## src/rtl/des_pkg.sv

```systemverilog
// ---------------------------------------------------------------------------
// des_pkg
// Shared DES key-schedule constants for the encrypt and decrypt key paths.
//   PC1_TAB     : 56 source bit numbers (1 = key MSB) for Permuted Choice 1
//   PC2_TAB     : 48 source bit numbers (1 = C MSB) for Permuted Choice 2
//   DEC_ROT_ONE : bit n set when the step leaving subkey index n rotates C/D
//                 right by one position; clear means two positions
//   state_t     : scheduler control states
//   rotr28      : fixed-wire right rotate of a 28-bit half by 1 or 2
// ---------------------------------------------------------------------------
package des_pkg;

    localparam int DES_NROUNDS = 16;

    localparam int PC1_TAB [56] = '{
        57, 49, 41, 33, 25, 17,  9,
         1, 58, 50, 42, 34, 26, 18,
        10,  2, 59, 51, 43, 35, 27,
        19, 11,  3, 60, 52, 44, 36,
        63, 55, 47, 39, 31, 23, 15,
         7, 62, 54, 46, 38, 30, 22,
        14,  6, 61, 53, 45, 37, 29,
        21, 13,  5, 28, 20, 12,  4
    };

    localparam int PC2_TAB [48] = '{
        14, 17, 11, 24,  1,  5,
         3, 28, 15,  6, 21, 10,
        23, 19, 12,  4, 26,  8,
        16,  7, 27, 20, 13,  2,
        41, 52, 31, 37, 47, 55,
        30, 40, 51, 45, 33, 48,
        44, 49, 39, 56, 34, 53,
        46, 42, 50, 36, 29, 32
    };

    // Index n undoes the left shift of encrypt round 16-n; rounds 16, 9 and 2
    // shift by one, so indices 0, 7 and 14 rotate by one. Index 15 is unused.
    localparam logic [DES_NROUNDS-1:0] DEC_ROT_ONE = 16'h4081;

    typedef enum logic {
        IDLE = 1'b0,
        RUN  = 1'b1
    } state_t;

    // Bit 27 holds the first DES bit of the half, so a DES right rotate moves
    // the low bits up to the top.
    function automatic logic [27:0] rotr28(input logic [27:0] v, input logic one);
        return one ? {v[0], v[27:1]} : {v[1:0], v[27:2]};
    endfunction

endpackage

```

## src/rtl/des_dec_key_sched_if.sv

```systemverilog
// ---------------------------------------------------------------------------
// des_dec_key_sched_if
// Key-load and subkey-stream channel of the DES decrypt key scheduler.
//   key_in/key_valid/key_ready         : 64-bit key load handshake
//   subkey/subkey_idx/subkey_valid/
//   subkey_ready                       : 48-bit subkey stream, K16 first
//   done                               : pulse after the last subkey
// master = scheduler side, slave = key source / subkey consumer side.
// ---------------------------------------------------------------------------
interface des_dec_key_sched_if;

    logic [63:0] key_in;
    logic        key_valid;
    logic        key_ready;
    logic [47:0] subkey;
    logic [3:0]  subkey_idx;
    logic        subkey_valid;
    logic        subkey_ready;
    logic        done;

    modport master (
        input  key_in, key_valid, subkey_ready,
        output key_ready, subkey, subkey_idx, subkey_valid, done
    );

    modport slave (
        output key_in, key_valid, subkey_ready,
        input  key_ready, subkey, subkey_idx, subkey_valid, done
    );

endinterface

```

## src/rtl/des_pc2.sv

```systemverilog
// ---------------------------------------------------------------------------
// des_pc2
// Purely combinational DES Permuted Choice 2 (56 -> 48 bits).
//   i_cd  : {C, D}; bit 55 = C bit 1
//   o_key : subkey; bit 47 = PC-2 output bit 1
// ---------------------------------------------------------------------------
module des_pc2
    import des_pkg::*;
(
    input  logic [55:0] i_cd,
    output logic [47:0] o_key
);

    for (genvar gi = 0; gi < 48; gi++) begin : g_pc2
        assign o_key[47-gi] = i_cd[56-PC2_TAB[gi]];
    end

endmodule

```

## src/rtl/des_dec_key_sched.sv

```systemverilog
// ---------------------------------------------------------------------------
// des_dec_key_sched
// Iterative DES key scheduler emitting the 16 subkeys in decryption order
// (K16 first, K1 last). PC-1 is applied once at load; each accepted subkey
// rotates C and D right to step back one encrypt round.
//   clk   : system clock
//   rst_n : asynchronous active-low reset
//   bus   : key load / subkey stream channel (master side)
// ---------------------------------------------------------------------------
module des_dec_key_sched
    import des_pkg::*;
#(
    parameter int NROUNDS = 16
) (
    input  logic                       clk,
    input  logic                       rst_n,
    des_dec_key_sched_if.master        bus
);

    // The index counter is 4 bits wide; this cast only fits for 16 rounds.
    localparam logic [3:0] LAST_IDX = 4'(NROUNDS - 1);

    state_t      r_state;
    state_t      w_state_next;
    logic [27:0] r_c;
    logic [27:0] r_d;
    logic [3:0]  r_cnt;
    logic        r_done;
    logic        w_load;
    logic        w_xfer;
    logic        w_last;
    logic [55:0] w_pc1;
    logic [47:0] w_subkey;
    logic        w_unused_parity;

    // PC-1: the loaded C0/D0 equals C16/D16 (encrypt shifts total 28), so
    // K16 comes straight out of the load without a pre-rotation.
    for (genvar gi = 0; gi < 56; gi++) begin : g_pc1
        assign w_pc1[55-gi] = bus.key_in[64-PC1_TAB[gi]];
    end

    // DES bits 8, 16, ..., 64 are parity and never reach the schedule.
    assign w_unused_parity = ^{bus.key_in[56], bus.key_in[48], bus.key_in[40],
                               bus.key_in[32], bus.key_in[24], bus.key_in[16],
                               bus.key_in[8],  bus.key_in[0]};

    always_ff @(posedge clk or negedge rst_n) begin
        if (!rst_n) begin
            r_state <= IDLE;
        end else begin
            r_state <= w_state_next;
        end
    end

    always_comb begin
        w_state_next = r_state;
        w_load       = 1'b0;
        w_xfer       = 1'b0;
        w_last       = 1'b0;
        case (r_state)
            IDLE: begin
                if (bus.key_valid) begin
                    w_load       = 1'b1;
                    w_state_next = RUN;
                end
            end
            RUN: begin
                if (bus.subkey_ready) begin
                    w_xfer = 1'b1;
                    if (r_cnt == LAST_IDX) begin
                        w_last       = 1'b1;
                        w_state_next = IDLE;
                    end
                end
            end
            default: begin
                w_state_next = IDLE;
            end
        endcase
    end

    always_ff @(posedge clk or negedge rst_n) begin
        if (!rst_n) begin
            r_c    <= '0;
            r_d    <= '0;
            r_cnt  <= '0;
            r_done <= 1'b0;
        end else begin
            r_done <= w_last;
            if (w_load) begin
                r_c   <= w_pc1[55:28];
                r_d   <= w_pc1[27:0];
                r_cnt <= '0;
            end else if (w_xfer) begin
                if (w_last) begin
                    r_cnt <= '0;
                end else begin
                    r_cnt <= r_cnt + 4'd1;
                    r_c   <= rotr28(r_c, DEC_ROT_ONE[r_cnt]);
                    r_d   <= rotr28(r_d, DEC_ROT_ONE[r_cnt]);
                end
            end
        end
    end

    des_pc2 u_pc2 (
        .i_cd  ({r_c, r_d}),
        .o_key (w_subkey)
    );

    assign bus.key_ready    = (r_state == IDLE);
    assign bus.subkey_valid = (r_state == RUN);
    assign bus.subkey       = w_subkey;
    assign bus.subkey_idx   = r_cnt;
    assign bus.done         = r_done;

endmodule

```

## src/flat_wrapper.sv

```systemverilog
// flat-port wrapper written by rule: the top's interface ports become plain ports
module des_dec_key_sched_flat import des_pkg::*;
#(
    parameter int NROUNDS = 16
)
  (clk, rst_n, bus_key_in, bus_key_valid, bus_subkey_ready, bus_key_ready, bus_subkey, bus_subkey_idx, bus_subkey_valid, bus_done);
  des_dec_key_sched_if bus_i ();
  input  logic clk;
  input  logic rst_n;
  input wire logic [$bits(bus_i.key_in)-1:0] bus_key_in;
  input wire logic [$bits(bus_i.key_valid)-1:0] bus_key_valid;
  input wire logic [$bits(bus_i.subkey_ready)-1:0] bus_subkey_ready;
  output wire logic [$bits(bus_i.key_ready)-1:0] bus_key_ready;
  output wire logic [$bits(bus_i.subkey)-1:0] bus_subkey;
  output wire logic [$bits(bus_i.subkey_idx)-1:0] bus_subkey_idx;
  output wire logic [$bits(bus_i.subkey_valid)-1:0] bus_subkey_valid;
  output wire logic [$bits(bus_i.done)-1:0] bus_done;
  assign bus_i.key_in = bus_key_in;
  assign bus_i.key_valid = bus_key_valid;
  assign bus_i.subkey_ready = bus_subkey_ready;
  assign bus_key_ready = bus_i.key_ready;
  assign bus_subkey = bus_i.subkey;
  assign bus_subkey_idx = bus_i.subkey_idx;
  assign bus_subkey_valid = bus_i.subkey_valid;
  assign bus_done = bus_i.done;
  des_dec_key_sched #(.NROUNDS(NROUNDS)) u_core (.clk(clk), .rst_n(rst_n), .bus(bus_i));
endmodule
```

## config.mk

```make
export PLATFORM = sky130hd
export DESIGN_NAME = des_dec_key_sched_flat
export DESIGN_NICKNAME = d
export VERILOG_FILES = /design/src/rtl/des_pkg.sv /design/src/rtl/des_dec_key_sched_if.sv /design/src/rtl/des_pc2.sv /design/src/rtl/des_dec_key_sched.sv /design/src/flat_wrapper.sv
export SDC_FILE = /design/constraint.sdc
export NUM_CORES = 1
export LEC_CHECK = 0
export CAP_MARGIN = 0
export CORE_ASPECT_RATIO = 1.2
export CORE_MARGIN = 1
export CORE_UTILIZATION = 40
export DETAILED_ROUTE_END_ITERATION = 12
export PLACE_DENSITY = 0.74
export SYNTH_ARGS = -nofsm -noshare
export SYNTH_HDL_FRONTEND = slang
export SYNTH_SLANG_ARGS = --single-unit
```

## constraint.sdc

```tcl
create_clock -name clk -period 2.09 [get_ports clk]
set_input_delay 0.418 -clock clk [delete_from_list [all_inputs] [get_ports clk]]
set_output_delay 0.418 -clock clk [all_outputs]
set_load 0.01 [all_outputs]
```

==> results of run 1 <==
[final cells by class]
class | count | area (sq um) | area share, %
tap | 120 | 150 | 3.10
inverter | 3 | 11.3 | 0.232
clock buffer | 12 | 145 | 2.99
sequential | 62 | 1550 | 32.0
timing repair buffer | 129 | 1310 | 27.0
clock inverter | 4 | 70.1 | 1.44
multi-input combinational | 195 | 1610 | 33.2
[cells in the final DEF, fill, tap and decap left out]
cell type / Yosys / layout
nand4_1: 1 / 1
clkbuf_8: 0 / 10
clkbuf_1: 18 / 2
and2_2: 0 / 1
o21ai_0: 1 / 1
nand3_2: 0 / 1
a22o_4: 1 / 1
nand3_1: 57 / 56
clkdlybuf4s50_1: 0 / 113
inv_1: 3 / 3
and2_1: 2 / 1
nor3_1: 1 / 1
mux2_4: 1 / 1
ha_1: 3 / 3
buf_12: 0 / 5
a22o_1: 1 / 1
nor2_4: 0 / 1
nor2b_4: 0 / 1
nor2_1: 6 / 5
dfrtp_1: 62 / 62
a41oi_1: 1 / 1
o21ai_1: 1 / 1
clkinv_2: 0 / 2
buf_2: 7 / 1
nand2_1: 2 / 2
o21bai_1: 1 / 1
mux2i_1: 56 / 56
a21oi_1: 2 / 2
a221o_1: 56 / 56
a211oi_1: 1 / 1
buf_4: 50 / 10
bufinv_16: 0 / 2
[routing by layer]
layer,up-vias,track usage (%),wire length (microns)
met5,-,0,0
met4,0,4.20,49
met3,5,5.62,650
met2,116,34.3,4660
met1,1512,22.0,3570
li1,1379,-,-
[critical path, cell delays in order (launching register included)]
cell,delay [ns]
dfrtp_1,0.42
ha_1,0.25
mux2_4,0.29
a22o_4,0.28
buf_12,0.18
mux2i_1,0.14
a221o_1,0.28
[report_power, final]
group	internal (mW)	switching, mW
logic	1.87	1.41
registers	1.69	0.429
clock network	0.702	0.450
total	4.26	2.29
[worst paths after layout]
path                                          start        endpoint  cells past startpoint
setup / recovery           u_core.bus.subkey_idx[1]  u_core.r_c[25]                      6
hold / removal                                rst_n   u_core.r_d[7]                      1
setup reg to reg           u_core.bus.subkey_idx[1]  u_core.r_c[25]                      6
hold reg to reg                      u_core.r_c[10]  u_core.r_c[10]                      1
max in group asynchronous                     rst_n   u_core.r_c[6]                      2
min in group clk                     u_core.r_c[10]  u_core.r_c[10]                      1
[stage by stage]
stage / total power, mW / setup TNS [ns] / instances / hold slack (ns) / worst slack, ns
floorplan: 4.53 / 0 / 340 / 0.122 / 0.0828
global placement: 5.35 / -1.43 / 509 / 0.497 / -0.0449
detailed placement: 5.43 / -3.93 / 509 / 0.499 / -0.118
CTS: 6.61 / 0 / 525 / 0.142 / 0.104
global route: 6.97 / 0 / 525 / 0.169 / 0.00207
finish: 6.55 / 0 / 525 / 0.137 / 0.116
[flip-flops by register name (all words and copies together) (netlist names)]
signal	count
u_core.bus.subkey_valid	1
u_core.r_d	28
u_core.bus.done	1
u_core.bus.subkey_idx	4
u_core.r_c	28
[cells by family after synthesis]
logic type,count (synthesis)
buf+inv,83
compound gates,65
simple gates,70
fa+ha+maj,3
mux,57
flops,62
==> flow_metrics.py, run 1 <==
metrics = {
    "synthesis": {
        "netlist_instances": 340,
        "synth_top_family_by_area": "compound AO/OA/AOI/OAI gates",
        "synth_edf_count": 0,
        "ys_ff_latch": 62,
        "synth_warnings": 0,
        "synth_area_sq_um": 3690,
        "ys_seq_area_share_pct": 42.1,
        "ys_top_cells_by_count": "62 x dfrtp_1, 57 x nand3_1, 56 x a221o_1, 56 x mux2i_1, 50 x buf_4",
        "yosys.area_share.adder_pct": 1.02,
        "syn-num-nets": 411,
        "synth-simple-area-share_pct": 9.37,
        "synth-main-ff-cell": "dfrtp_1",
        "synth_cell_type_count": 25,
        "yosys.area.top_type_share_pct": 42.1,
        "yosysTopAreaCell": "dfrtp_1",
        "yosysMostFrequentCell": "dfrtp_1",
        "synth_mux_area_share_pct": 15.6,
        "synth-xor-area-share_pct": 0,
        "synth_compound_area_share_pct": 17.1,
        "async_flop_share_pct": 100,
        "synth.area.top_cells": "dfrtp_1 42%, a221o_1 15%, mux2i_1 15%",
        "synth.avg_cell_area_sq_um": 10.8,
    },
    "cells_and_area": {
        "fillCellCount": 788,
        "diodes": 0,
        "nets": 471,
        "drive_gt1_share_pct": 8.89,
        "area_growth_pct": 31.6,
        "finalCoreUtilization_pct": 54.0,
        "layout.cell_area.non_filler_sq_um": 4850,
    },
    "place": {
        "gp_congestion": 0.762,
        "dpl.hpwl_microns": 6090,
        "placed_area_sq_um": 4630,
        "port_buffers": 114,
    },
    "route": {
        "ant_nets": 0,
        "route.vias.total": 3012,
        "drc": 0,
        "wire_per_inst_microns": 17.0,
        "first_iter_violations": 125,
        "finalWirelength_microns": 8930,
        "vias_per_cell": 5.74,
        "dr.pass1.iters": 4,
    },
    "floorplanning": {
        "row_count": 38,
        "coreArea_sq_um": 8990,
        "start_util_pct": 41.0,
        "die_h_microns": 107,
        "io_pins": 123,
        "dieWidth_microns": 89.6,
        "dieArea_sq_um": 9600,
    },
    "outcome": {
        "status": "complete, no violations",
    },
    "setup_path": {
        "critPathKind": "flip-flop to flip-flop",
        "cp_max_fo": 28,
        "arrival_ns": 2.18,
        "critPathLaunchType": "flip-flop",
        "critical_path_required_ns": 2.29,
        "end_kind": "flip-flop",
        "ff2ff_setup_slack_ns": 0.12,
    },
    "clock_tree": {
        "post_cts_buffers": 0,
        "numClockSinks": 62,
        "cts_tree": "done",
        "clk_path_buf_depth": 2,
        "clk_pin_slew_worst_paths_ns": 0.07,
        "cts_hold_buf": 0,
        "cts_resized": 0,
        "cts_buffers": 9,
        "cts-root-buf": "clkbuf_8",
        "htree_levels": 3,
        "clk-insertion-delay-late_ns": 0.33,
    },
    "global_routing": {
        "grt_max_degree": 35,
        "overflow": 0,
        "grt_first_pass_wirelength_microns": 14200,
        "grt_pass1_vias": 3046,
        "grt_use_total_pct": 19.1,
        "antenna_found_initial": 0,
    },
    "timing": {
        "max_freq_mhz": 507,
        "slew_headroom_pct": 52.0,
        "hold_viol_final": 0,
        "maxSlewViolCount": 0,
        "rsz0062_at_grt": "false",
        "worst_pin_slew_ns": 0.720,
        "period_minus_slack_ns": 1.97,
        "setup_viol": 0,
        "finalCritPeriodShare_pct": 94.4,
        "clock_skew_ns": 0.00871,
    },
    "min_path": {
        "hold_path_class": "input port to async pin",
    },
    "flow_run": {
        "maxCapViolations": 0,
    },
    "power": {
        "powerDensity_nw_per_um2": 1350,
        "power.leakage_nw": 2.00,
        "vdd_ir_drop_max_mv": 0.651,
    },
}
No activity file was read; power rests on OpenSTA's default activity.
==> run 2, diff against run 1 <==
Settings changed: MAX_ROUTING_LAYER set to met4.
==> flow_metrics.py, run 2 (same netlist as run 1, synthesis figures left out) <==
metrics = {
    "outcome": {
        "status": "complete, no violations",
    },
    "power": {
        "seqPwrFrac_pct": 32.4,
        "power.leakage_nw": 2.00,
        "swShare_pct": 35.0,
        "power_frac_comb_pct": 50.1,
        "vdd_ir_drop_max_mv": 0.657,
        "p_int_mw": 4.26,
        "pwr-share-clk_pct": 17.6,
        "p_switching_mw": 2.29,
        "powerDensity_nw_per_um2": 1350,
    },
    "setup_path": {
        "worst-path-stages": 6,
        "crit_chain": "ha_1 -> mux2_4 -> a22o_4 -> buf_12 -> mux2i_1 -> a221o_1",
        "cp.buffers_inverters": 1,
        "rr_worst_depth": 6,
        "ff2ff_setup_slack_ns": 0.12,
        "critPathLaunchType": "flip-flop",
        "critical_path_required_ns": 2.29,
        "critPathKind": "flip-flop to flip-flop",
        "max_stage_delay_ns": 0.42,
        "cp_max_fo": 28,
        "arrival_ns": 2.18,
        "critPathTopFamily": "compound AO/OA/AOI/OAI gates",
        "critPathSlowestCell": "dfrtp_1",
        "end_kind": "flip-flop",
    },
    "timing": {
        "maxSlewViolCount": 0,
        "period_minus_slack_ns": 1.97,
        "max_freq_mhz": 507,
        "clock_skew_ns": 0.00808,
        "setup_viol": 0,
        "worst_pin_slew_ns": 0.724,
        "rsz0062_at_grt": "false",
        "fin_tns_setup_ns": 0,
        "slew_headroom_pct": 51.7,
        "finalCritPeriodShare_pct": 94.5,
        "hold_viol_final": 0,
    },
    "floorplanning": {
        "start_util_pct": 41.0,
        "row_count": 38,
        "dieArea_sq_um": 9600,
        "dieWidth_microns": 89.6,
        "coreArea_sq_um": 8990,
        "die_h_microns": 107,
        "io_pins": 123,
    },
    "cells_and_area": {
        "final_cell_mix": "113 x clkdlybuf4s50_1, 62 x dfrtp_1, 56 x nand3_1, 56 x mux2i_1, 56 x a221o_1",
        "diodes": 0,
        "nets": 471,
        "drive_gt1_share_pct": 8.89,
        "final_common_cell": "clkdlybuf4s50_1",
        "fillCellCount": 788,
        "area_growth_pct": 31.6,
        "layout.cell_area.non_filler_sq_um": 4850,
    },
    "clock_tree": {
        "cts-root-buf": "clkbuf_8",
        "clk-insertion-delay-late_ns": 0.33,
        "cts_tree": "done",
        "cts_resized": 0,
        "cts_hold_buf": 0,
        "cts_buffers": 9,
        "htree_levels": 3,
        "clk_path_buf_depth": 2,
        "clk_pin_slew_worst_paths_ns": 0.07,
        "numClockSinks": 62,
        "post_cts_buffers": 0,
    },
    "global_routing": {
        "grt_pass1_vias": 3048,
        "grt_use_total_pct": 19.6,
        "overflow": 0,
        "grt_max_degree": 35,
        "grt_first_pass_wirelength_microns": 14200,
        "antenna_found_initial": 0,
    },
    "flow_run": {
        "maxCapViolations": 0,
    },
    "route": {
        "dr.pass1.iters": 4,
        "ant_nets": 0,
        "wire_per_inst_microns": 17.1,
        "finalWirelength_microns": 8960,
        "vias_per_cell": 5.79,
        "drc": 0,
        "route.vias.total": 3040,
        "first_iter_violations": 123,
    },
    "place": {
        "port_buffers": 114,
        "dpl.hpwl_microns": 6090,
        "gp_congestion": 0.772,
        "placed_area_sq_um": 4630,
    },
    "min_path": {
        "hold_path_class": "input port to async pin",
    },
}
-- run 2: cell counts in the layout (fill, tap and decap cells not counted) --
Identical to the previous run, type by type.
-- run 2: path summary, 6_finish.rpt --
check | start | endpoint
min in group clk | u_core.r_c[10] | u_core.r_c[10]
max | u_core.bus.subkey_idx[1] | u_core.r_d[18]
min | rst_n | u_core.r_d[7]
min reg2reg | u_core.r_c[10] | u_core.r_c[10]
max in group asynchronous | rst_n | u_core.r_c[6]
max reg2reg | u_core.bus.subkey_idx[1] | u_core.r_d[18]
-- run 2: power groups by stage --
stage          registers, mW  clock network [mW]  logic, mW
4_1_cts                 2.11                1.18       3.32
3_5_place_dp            2.12                   0       3.31
6_report                2.12                1.15       3.28
5_1_grt                 2.19                1.23       3.54
2_1_floorplan           2.03                   0       2.49
3_3_place_gp            2.12                   0       3.24
-- run 2: per-stage QoR --
stage	hold WS [ns]	power, mW	std cells	worst slack (ns)	utilization (%)
floorplan	0.122	4.53	340	0.0828	-
global placement	0.497	5.35	509	-0.0449	51.6
detailed placement	0.499	5.43	509	-0.118	51.6
CTS	0.142	6.61	525	0.104	54.0
global route	0.172	6.96	525	0.00207	54.0
finish	0.139	6.55	525	0.116	54.0
-- run 2: layer usage --
| metal | wire length [microns] | global-route usage [%] |
|---|---|---|
| met2 | 4660 | 34.2 |
| met1 | 3640 | 22.3 |
| met5 | 0 | - |
| met4 | 63 | 4.54 |
| met3 | 591 | 4.85 |
-- run 2: final cells by class --
type                    count  area (sq um)  share of cell area (%)
repair buffers            129          1310                    27.0
clock buffers              12           145                    2.99
flip-flops and latches     62          1550                    32.0
inverters                   3          11.3                   0.232
well taps                 120           150                    3.10
clock inverters             4          70.1                    1.44
multi-input cells         195          1610                    33.2
